File: config.mk
export PLATFORM = sky130hd
export DESIGN_NAME = coef_loader
export DESIGN_NICKNAME = d
export VERILOG_FILES = /design/src/rtl/coef_pkg.sv /design/src/rtl/pin_sync.sv /design/src/rtl/coef_loader.sv
export SDC_FILE = /design/constraint.sdc
export NUM_CORES = 1
export LEC_CHECK = 0
export BUFFER_PORTS_ARGS = -buffer_cell sky130_fd_sc_hd__buf_2
export CELL_PAD_IN_SITES_DETAIL_PLACEMENT = 0
export CELL_PAD_IN_SITES_GLOBAL_PLACEMENT = 1
export CORE_ASPECT_RATIO = 1.5
export CORE_MARGIN = 2
export CORE_UTILIZATION = 44
export DETAILED_ROUTE_END_ITERATION = 6
export HOLD_SLACK_MARGIN = 0.15
export PLACE_DENSITY = 0.78
export REMOVE_ABC_BUFFERS = 1
export SLEW_MARGIN = 40
export SYNTH_ARGS = -nofsm -noshare
export SYNTH_HDL_FRONTEND = slang
export SYNTH_SLANG_ARGS = --single-unit
File: constraint.sdc
create_clock -name clk -period 1.9 [get_ports clk]
set_input_delay 0.095 -clock clk [delete_from_list [all_inputs] [get_ports clk]]
set_output_delay 0.095 -clock clk [all_outputs]
set_load 0.01 [all_outputs]
File: src/rtl/coef_pkg.sv
// Shared types and constants for the coefficient loader front end.
package coef_pkg;

    localparam int DEFAULT_WORD_W  = 32;
    localparam int BYTES_PER_FRAME = 2 * DEFAULT_WORD_W / 8;

    typedef enum logic [1:0] {
        IDLE  = 2'd0,
        LOAD  = 2'd1,
        CHECK = 2'd2,
        PEND  = 2'd3
    } coef_state_t;

    typedef logic signed [DEFAULT_WORD_W-1:0] coef_t;

    // Number of data bytes carried by one frame (two little-endian words).
    function automatic int frame_bytes(input int word_w);
        return 2 * word_w / 8;
    endfunction

endpackage

File: src/rtl/pin_sync.sv
// Multi-stage synchroniser for a bus of asynchronous pins, with a rising-edge
// detector on one selected bit. All bits share the same chain so they stay aligned.
module pin_sync #(
    parameter int W        = 10,
    parameter int STAGES   = 2,
    parameter int EDGE_BIT = 0
) (
    input  logic         clk,
    input  logic         rst_n,
    input  logic         ena,
    input  logic [W-1:0] d,
    output logic [W-1:0] q,
    output logic         rise
);

    logic edge_prev_reg;

    genvar gi;
    generate
        for (gi = 0; gi < STAGES; gi++) begin : g_stage
            logic [W-1:0] q_reg;
            if (gi == 0) begin : g_first
                always_ff @(posedge clk) begin
                    if (!rst_n) begin
                        q_reg <= '0;
                    end else if (ena) begin
                        q_reg <= d;
                    end
                end
            end else begin : g_next
                always_ff @(posedge clk) begin
                    if (!rst_n) begin
                        q_reg <= '0;
                    end else if (ena) begin
                        q_reg <= g_stage[gi-1].q_reg;
                    end
                end
            end
        end
    endgenerate

    assign q = g_stage[STAGES-1].q_reg;

    always_ff @(posedge clk) begin
        if (!rst_n) begin
            edge_prev_reg <= 1'b0;
        end else if (ena) begin
            edge_prev_reg <= q[EDGE_BIT];
        end
    end

    // A frozen design must not see an edge, so the detector is gated by ena.
    assign rise = ena & q[EDGE_BIT] & ~edge_prev_reg;

endmodule

File: src/rtl/coef_loader.sv
// Deserialises two signed coefficient words from a strobed byte interface and
// hands them to the eigen core with a start pulse. COEF_LOADER_CKSUM_EN adds an XOR checksum byte.
module coef_loader
    import coef_pkg::*;
#(
    parameter int WORD_W      = DEFAULT_WORD_W,
    parameter int SYNC_STAGES = 2
) (
    input  logic                     clk,
    input  logic                     rst_n,
    input  logic                     ena,
    input  logic [7:0]               in_byte,
    input  logic                     in_strobe,
    input  logic                     in_sof,
    input  logic                     core_busy,
    output logic signed [WORD_W-1:0] a0,
    output logic signed [WORD_W-1:0] a1,
    output logic                     start_calc,
    output logic                     loader_busy,
    output logic                     frame_err
);

    localparam int WB    = WORD_W / 8;
    localparam int BYTES = frame_bytes(WORD_W);
    localparam int IW    = $clog2(BYTES);
    localparam logic [IW-1:0] LAST_IDX = IW'(BYTES - 1);

    logic [9:0]  pins_q;
    logic        byte_evt;
    logic [7:0]  byte_sync;
    logic        sof_sync;
    logic        strobe_sync_unused;

    coef_state_t               state_reg;
    logic [IW-1:0]             cnt_reg;
    logic [BYTES-1:0][7:0]     shadow_reg;
`ifdef COEF_LOADER_CKSUM_EN
    logic [7:0]                xor_reg;
`endif

    pin_sync #(
        .W        (10),
        .STAGES   (SYNC_STAGES),
        .EDGE_BIT (8)
    ) u_pin_sync (
        .clk   (clk),
        .rst_n (rst_n),
        .ena   (ena),
        .d     ({in_sof, in_strobe, in_byte}),
        .q     (pins_q),
        .rise  (byte_evt)
    );

    assign byte_sync          = pins_q[7:0];
    assign strobe_sync_unused = pins_q[8];
    assign sof_sync           = pins_q[9];
    assign loader_busy        = (state_reg != IDLE);

    always_ff @(posedge clk) begin
        if (!rst_n) begin
            state_reg  <= IDLE;
            cnt_reg    <= '0;
            shadow_reg <= '0;
            a0         <= '0;
            a1         <= '0;
            start_calc <= 1'b0;
            frame_err  <= 1'b0;
`ifdef COEF_LOADER_CKSUM_EN
            xor_reg    <= '0;
`endif
        end else if (!ena) begin
            start_calc <= 1'b0;
        end else begin
            start_calc <= 1'b0;
            case (state_reg)
                IDLE: begin
                    if (byte_evt) begin
                        if (sof_sync) begin
                            shadow_reg[0] <= byte_sync;
                            cnt_reg       <= IW'(1);
                            frame_err     <= 1'b0;
                            state_reg     <= LOAD;
`ifdef COEF_LOADER_CKSUM_EN
                            xor_reg       <= byte_sync;
`endif
                        end else begin
                            frame_err <= 1'b1;
                        end
                    end
                end

                LOAD: begin
                    if (byte_evt) begin
                        if (sof_sync) begin
                            // Resync: a new SOF restarts the frame without flagging an error.
                            shadow_reg[0] <= byte_sync;
                            cnt_reg       <= IW'(1);
`ifdef COEF_LOADER_CKSUM_EN
                            xor_reg       <= byte_sync;
`endif
                        end else begin
                            shadow_reg[cnt_reg] <= byte_sync;
                            cnt_reg             <= cnt_reg + 1'b1;
`ifdef COEF_LOADER_CKSUM_EN
                            xor_reg             <= xor_reg ^ byte_sync;
                            if (cnt_reg == LAST_IDX) begin
                                state_reg <= CHECK;
                            end
`else
                            if (cnt_reg == LAST_IDX) begin
                                state_reg <= PEND;
                            end
`endif
                        end
                    end
                end

`ifdef COEF_LOADER_CKSUM_EN
                CHECK: begin
                    if (byte_evt) begin
                        if (sof_sync) begin
                            shadow_reg[0] <= byte_sync;
                            cnt_reg       <= IW'(1);
                            xor_reg       <= byte_sync;
                            state_reg     <= LOAD;
                        end else if (byte_sync == xor_reg) begin
                            state_reg <= PEND;
                        end else begin
                            frame_err  <= 1'b1;
                            shadow_reg <= '0;
                            cnt_reg    <= '0;
                            state_reg  <= IDLE;
                        end
                    end
                end
`endif

                PEND: begin
                    // Bytes arriving before the core accepts the frame are overruns.
                    if (byte_evt) begin
                        frame_err <= 1'b1;
                    end
                    if (!core_busy) begin
                        a0         <= shadow_reg[WB-1:0];
                        a1         <= shadow_reg[BYTES-1:WB];
                        start_calc <= 1'b1;
                        cnt_reg    <= '0;
                        state_reg  <= IDLE;
                    end
                end

                default: begin
                    state_reg <= IDLE;
                end
            endcase
        end
    end

endmodule

Word-level counts from Yosys, hierarchy flattened
Index checks and enable logic that the tools add are counted.
{"block": "word_totals", "wordCells": 74, "inputBits": 14, "reg_bits": 156}
{"block": "classes", "n_lt_le_gt_ge": 2, "bitwise_logic": 5, "n_addsub": 1, "reduce_logical": 13, "eq_ne": 10, "muxes": 26}
{"op": "$bwmux W64", "n": 1}
{"op": "$mux W8", "n": 5}
{"op": "$demux W8 S3", "n": 1}
{"op": "$pmux W8 S2", "n": 1}
{"op": "$mux W3", "n": 5}
{"op": "$mux W2", "n": 6}
{"op": "$ne A2 B2 Y1 const B", "n": 6}
{"op": "$pmux W3 S3", "n": 1}
{"op": "$reduce_and A4 Y1", "n": 2}
{"op": "$reduce_and A7 Y1", "n": 1}
{"op": "$pmux W2 S3", "n": 1}
{"op": "$reduce_and A3 Y1", "n": 2}
{"op": "$reduce_and A6 Y1", "n": 1}
{"op": "$reduce_bool A2 Y1", "n": 3}
{"op": "$reduce_and A5 Y1", "n": 1}
{"op": "$lt A3 B4 Y1 const B", "n": 1}
{"op": "$mux W1", "n": 4}
{"op": "$add A3 B1 Y3 const B", "n": 1}
{"op": "$eq A3 B3 Y1 const B", "n": 1}
{"op": "$ge A3 B1 Y1 const B", "n": 1}
{"op": "$not A1 Y1", "n": 3}
{"op": "$reduce_bool A3 Y1", "n": 1}
{"op": "$and A1 B1 Y1", "n": 2}
{"op": "$eq A2 B1 Y1 const B", "n": 1}
{"op": "other kinds (5)", "n": 5}

Depth between registers and ports, before layout
{"block": "depth", "depth_word": 8, "depth_mapped": 7}

Modules after synthesis
Synthesis repeated with hierarchy kept, for this count alone.
{"block": "hier_totals", "cells_unflattened": 634, "area_unflattened_um2": 5592.9}
{"module": "coef_loader", "instances": 1, "cells_per_inst": 564, "seq_area_each_um2": 2702.6, "area_per_inst_um2": 4772.1}
{"module": "pin_sync", "instances": 1, "cells_per_inst": 70, "seq_area_each_um2": 420.4, "area_per_inst_um2": 820.8}

Least setup slack after synthesis
OpenSTA, ideal clock, no wires.
{"block": "synth_path", "path_kind": "reg-to-reg", "startpoint": "register state_reg[1]", "endpoint": "register shadow_reg[14] (netlist bit)", "t_arrival_ns": 1.489, "slack_ns": 0.286, "path_stages_with_launch": 7, "cell_sequence": "dfxtp_1 -> buf_6 -> nor4b_4 -> nand4_4 -> or3_1 -> buf_6 -> mux2i_1"}
{"block": "synth_via", "elab_chain_cells": 2}
{"item": "from (decl)", "line": "coef_loader.sv:34", "text": "coef_state_t state_reg;"}
{"item": "from (signal assigned)", "line": "coef_loader.sv:61", "text": "state_reg <= IDLE;"}
{"item": "from (signal assigned)", "line": "coef_loader.sv:82", "text": "state_reg <= LOAD;"}
{"item": "from (signal assigned)", "line": "coef_loader.sv:111", "text": "state_reg <= PEND;"}
{"item": "$eq A2 B1 Y1", "line": "coef_loader.sv:75", "text": "case (state_reg)"}
{"item": "$reduce_and A4 Y1 (no line)"}
{"item": "to (signal, indexed assignment)", "line": "coef_loader.sv:102", "text": "shadow_reg[cnt_reg] <= byte_sync;"}
{"item": "to (decl)", "line": "coef_loader.sv:36", "text": "logic [BYTES-1:0][7:0] shadow_reg;"}
Every way passes these cells.
A chain may end at the register's enable or synchronous reset.

Worst setup path after layout
{"block": "layout_path", "startpoint": "register u_pin_sync.g_stage[1].q_reg[8] (netlist: u_pin_sync.q[8])", "endpoint": "register state_reg[1]"}
{"block": "layout_via", "elab_chain_cells": 4}
{"item": "from (decl)", "line": "pin_sync.sv:21", "text": "logic [W-1:0] q_reg;"}
{"item": "from (signal assigned)", "line": "pin_sync.sv:35", "text": "q_reg <= g_stage[gi-1].q_reg;"}
{"item": "$and A1 B1 Y1 * (2 in a row)", "line": "pin_sync.sv:53", "text": "assign rise = ena & q[EDGE_BIT] & ~edge_prev_reg;"}
{"item": "$ne A2 B2 Y1 (no line)"}
{"item": "$reduce_and A7 Y1 (no line) *"}
Every way passes the cells marked *; elsewhere a longest branch is shown, timed or not.

==> metrics.txt <==
clock sink total 156; WS Path Type reg -> reg; reg2reg start u_pin_sync.q[8]; vias per cell 4.98; largest stage delay on the critical path 0.58 ns; Detailed Place HPWL 8270 um; Worst Path Max Fanout 6; RSZ-0062 raised after global routing false; area grow syn2layout 24.3%; static leakage 0.00305 uW; DR pass1 iterations 4; Die H 146 um; Total GRT Usage 18.2%; Reg area 0.00313 mm^2; Post-DRT Antenna Nets 0; gr ovfl total 0; input/output buffers 80; clock share of power 51.8%; H-tree lvl count 4; synth top area cells dfxtp_1 (53%), mux2i_1 (14%), nand2_1 (13%); Multi-input gate area 0.00259 mm^2; Routed WL 12700 um; Num CTS Buffers 17; Critical Path End Type flop; Startpoint Class flop; Power Density 990 mW/mm^2; # DRC 0; CORE AREA 0.0130 mm^2; DR top layer met4; Net Sw Frac 19.4%; Max IR drop VDD 574 uV; predominant post-synthesis flop cell dfxtp_1; largest net degree at the start of global routing 59; area share of the largest cell type after synthesis 52.9%; final worst path period share 94.3%; Seq cells post-synth 156; final setup vio count 0; Yosys warnings 0; number of core rows 51; synthesized area per cell 9.49 um^2; R2R cell count 4; Synth Instances 622; die width 98.6 um; skew final 0.00857 ns; flop-to-flop setup slack 0.11 ns; max_cap viols 0; run status completed; nets 728; top cell type by total area after synthesis dfxtp_1; commonest cells in the netlist nand2_1 (201), dfxtp_1 (156), mux2i_1 (80); reg2reg end state_reg[1]; Slew Limit Headroom 64.3%; met3 wire len 469 um; met2 routed WL 6510 um; final core utilization 56.4%; Netlist Area Pre-Place 0.00590 mm^2; top-count cell post-synth nand2_1; Post-Place Cell Area 0.00649 mm^2; Finished Cell Area 0.00734 mm^2; max reg flops 64; Fmax 0.558 GHz; IO Count 81; clock latency on the worst-skew pair 0.42 ns; detailed-route wire length per cell 14.4 um; combinational power share 2.7%; CP required 2.26 ns; Die ar. 0.0144 mm^2; layout cells sized above 1 20.0%; Root Driver clkbuf_16; ys async rst share 0%; number of synthesized flops with an enable pin 0; Clock Path Buffers 2; WHS Path Cells 4; post-synth cell types 36; Slew Limit Fails 0; worst slew pin tran 0.535 ns; sequential area share after synthesis 52.9%; Hold Crit Class in -> reg; initial antenna violation count 0; CTS tree done; CP max-delay cell dlygate4sd3_1; Worst Path Arrival 2.15 ns; Hold Fails Final Rpt 0; vias in the first global route 4144; Ant. Diodes 0; min Tclk post-route 1.79 ns; GP Congestion 0.761; hold_sp ena; clk slew on worst S/H paths 0.06 ns; Starting Density 45.4%; Setup Fix Bufs, Post-CTS 0; Pint 5860 uW; M1 WL 5620 um; initial detailed-routing violation count 184; filler instances 1206; Cell Chain, Critical Path nor2b_1, o2111ai_1, a21boi_0, dlygate4sd3_1; first-pass GRT wire length 20800 um; Hold Path Sink u_pin_sync.q[2]; sequential share of power 45.5%; via count 4405; Net Sw Power 1410 uW
==> cell usage in the layout (no fill, tap or decap), types with 2 or more instances in the layout <==
cell and instances:
nand3b_1 2, nor2b_1 22, nand2_1 201, a21boi_0 17, clkbuf_16 17, inv_1 3, dfxtp_2 2, clkinv_4 2
dlygate4sd3_1 16, buf_12 2, o21ai_0 10, mux2i_1 80, a21oi_1 2, nor3b_2 2, nand3_1 10, dfxtp_1 154
nor4b_4 2, ha_1 2, bufinv_16 5, a21boi_1 49, clkbuf_8 4, o2111ai_1 2, clkinv_2 2, buf_4 19
buf_2 79
==> area by class of cell <==
class	count	share of cell area [%]
flip-flops and latches	156	42.6
multi-input cells	417	35.3
repair buffers	116	10.1
clock buffers	22	6.60
well taps	159	2.71
clock inverters	10	2.52
inverters	4	0.205
==> critical path: cells and delay by family (launching register included) <==
| kind | cells | cell delay (ns) |
|---|---|---|
| AOI/OAI and AO/OA | 2 | 0.35 |
| and+or+nand+nor | 1 | 0.42 |
| DFF | 1 | 0.38 |
| buffers and inverters | 1 | 0.58 |
==> routing by layer <==
metal	global-route usage [%]	vias to the layer above
li1	-	2234
met1	22.4	2088
met2	30.9	73
met3	4.23	10
met4	6.37	0
met5	0	-
==> power by group through the flow <==
stage | Clock [uW] | Sequential [uW] | Combinational (uW)
6_report | 3770 | 3300 | 198
5_1_grt | 3980 | 3300 | 217
4_1_cts | 3850 | 3300 | 199
3_5_place_dp | 0 | 3380 | 175
3_3_place_gp | 0 | 3380 | 171
2_1_floorplan | 0 | 3370 | 71.8
==> cells by family (layout without fill, tap and decap cells) <==
kind of cell | count (synthesis) | in the layout | synth area share (%)
simple gates | 250 | 250 | 18.9
flops | 156 | 156 | 52.9
compound gates | 85 | 85 | 10.4
mux | 80 | 80 | 13.6
buf+inv | 49 | 152 | 3.75
fa+ha+maj | 2 | 2 | 0.424
==> worst max path at each step <==
stage / start / slack, ns / to / cells past startpoint
floorplan: state_reg[1] / -1.73 / start_calc / 3
global placement: state_reg[1] / 0.17 / shadow_reg[13] / 4
detailed placement: state_reg[1] / 0.12 / a0[31] / 5
CTS: state_reg[0] / 0.06 / state_reg[1] / 6
global route: state_reg[1] / 0.002 / a0[12] / 5
finish: u_pin_sync.q[8] / 0.11 / state_reg[1] / 4
==> metrics by stage <==
stage / TNS (ns) / setup slack [ns] / hold WS (ns) / total power (uW) / cells
floorplan: -116.50 / -1.73 / 0.217 / 3450 / 577
global placement: 0 / 0.172 / 0.352 / 3550 / 836
detailed placement: 0 / 0.125 / 0.363 / 3550 / 836
CTS: 0 / 0.0633 / 0.244 / 7350 / 884
global route: 0 / 0.00150 / 0.261 / 7500 / 884
finish: 0 / 0.109 / 0.254 / 7270 / 884
==> what timing repair did <==
item / 4_1_cts / 5_1_grt
hold buffers: 16 / 0
endpoints found under the hold margin: 32 / 0
resized for setup: 0 / 4
endpoints found under the setup margin: 0 / 1
(Power assumes the default switching activity.)
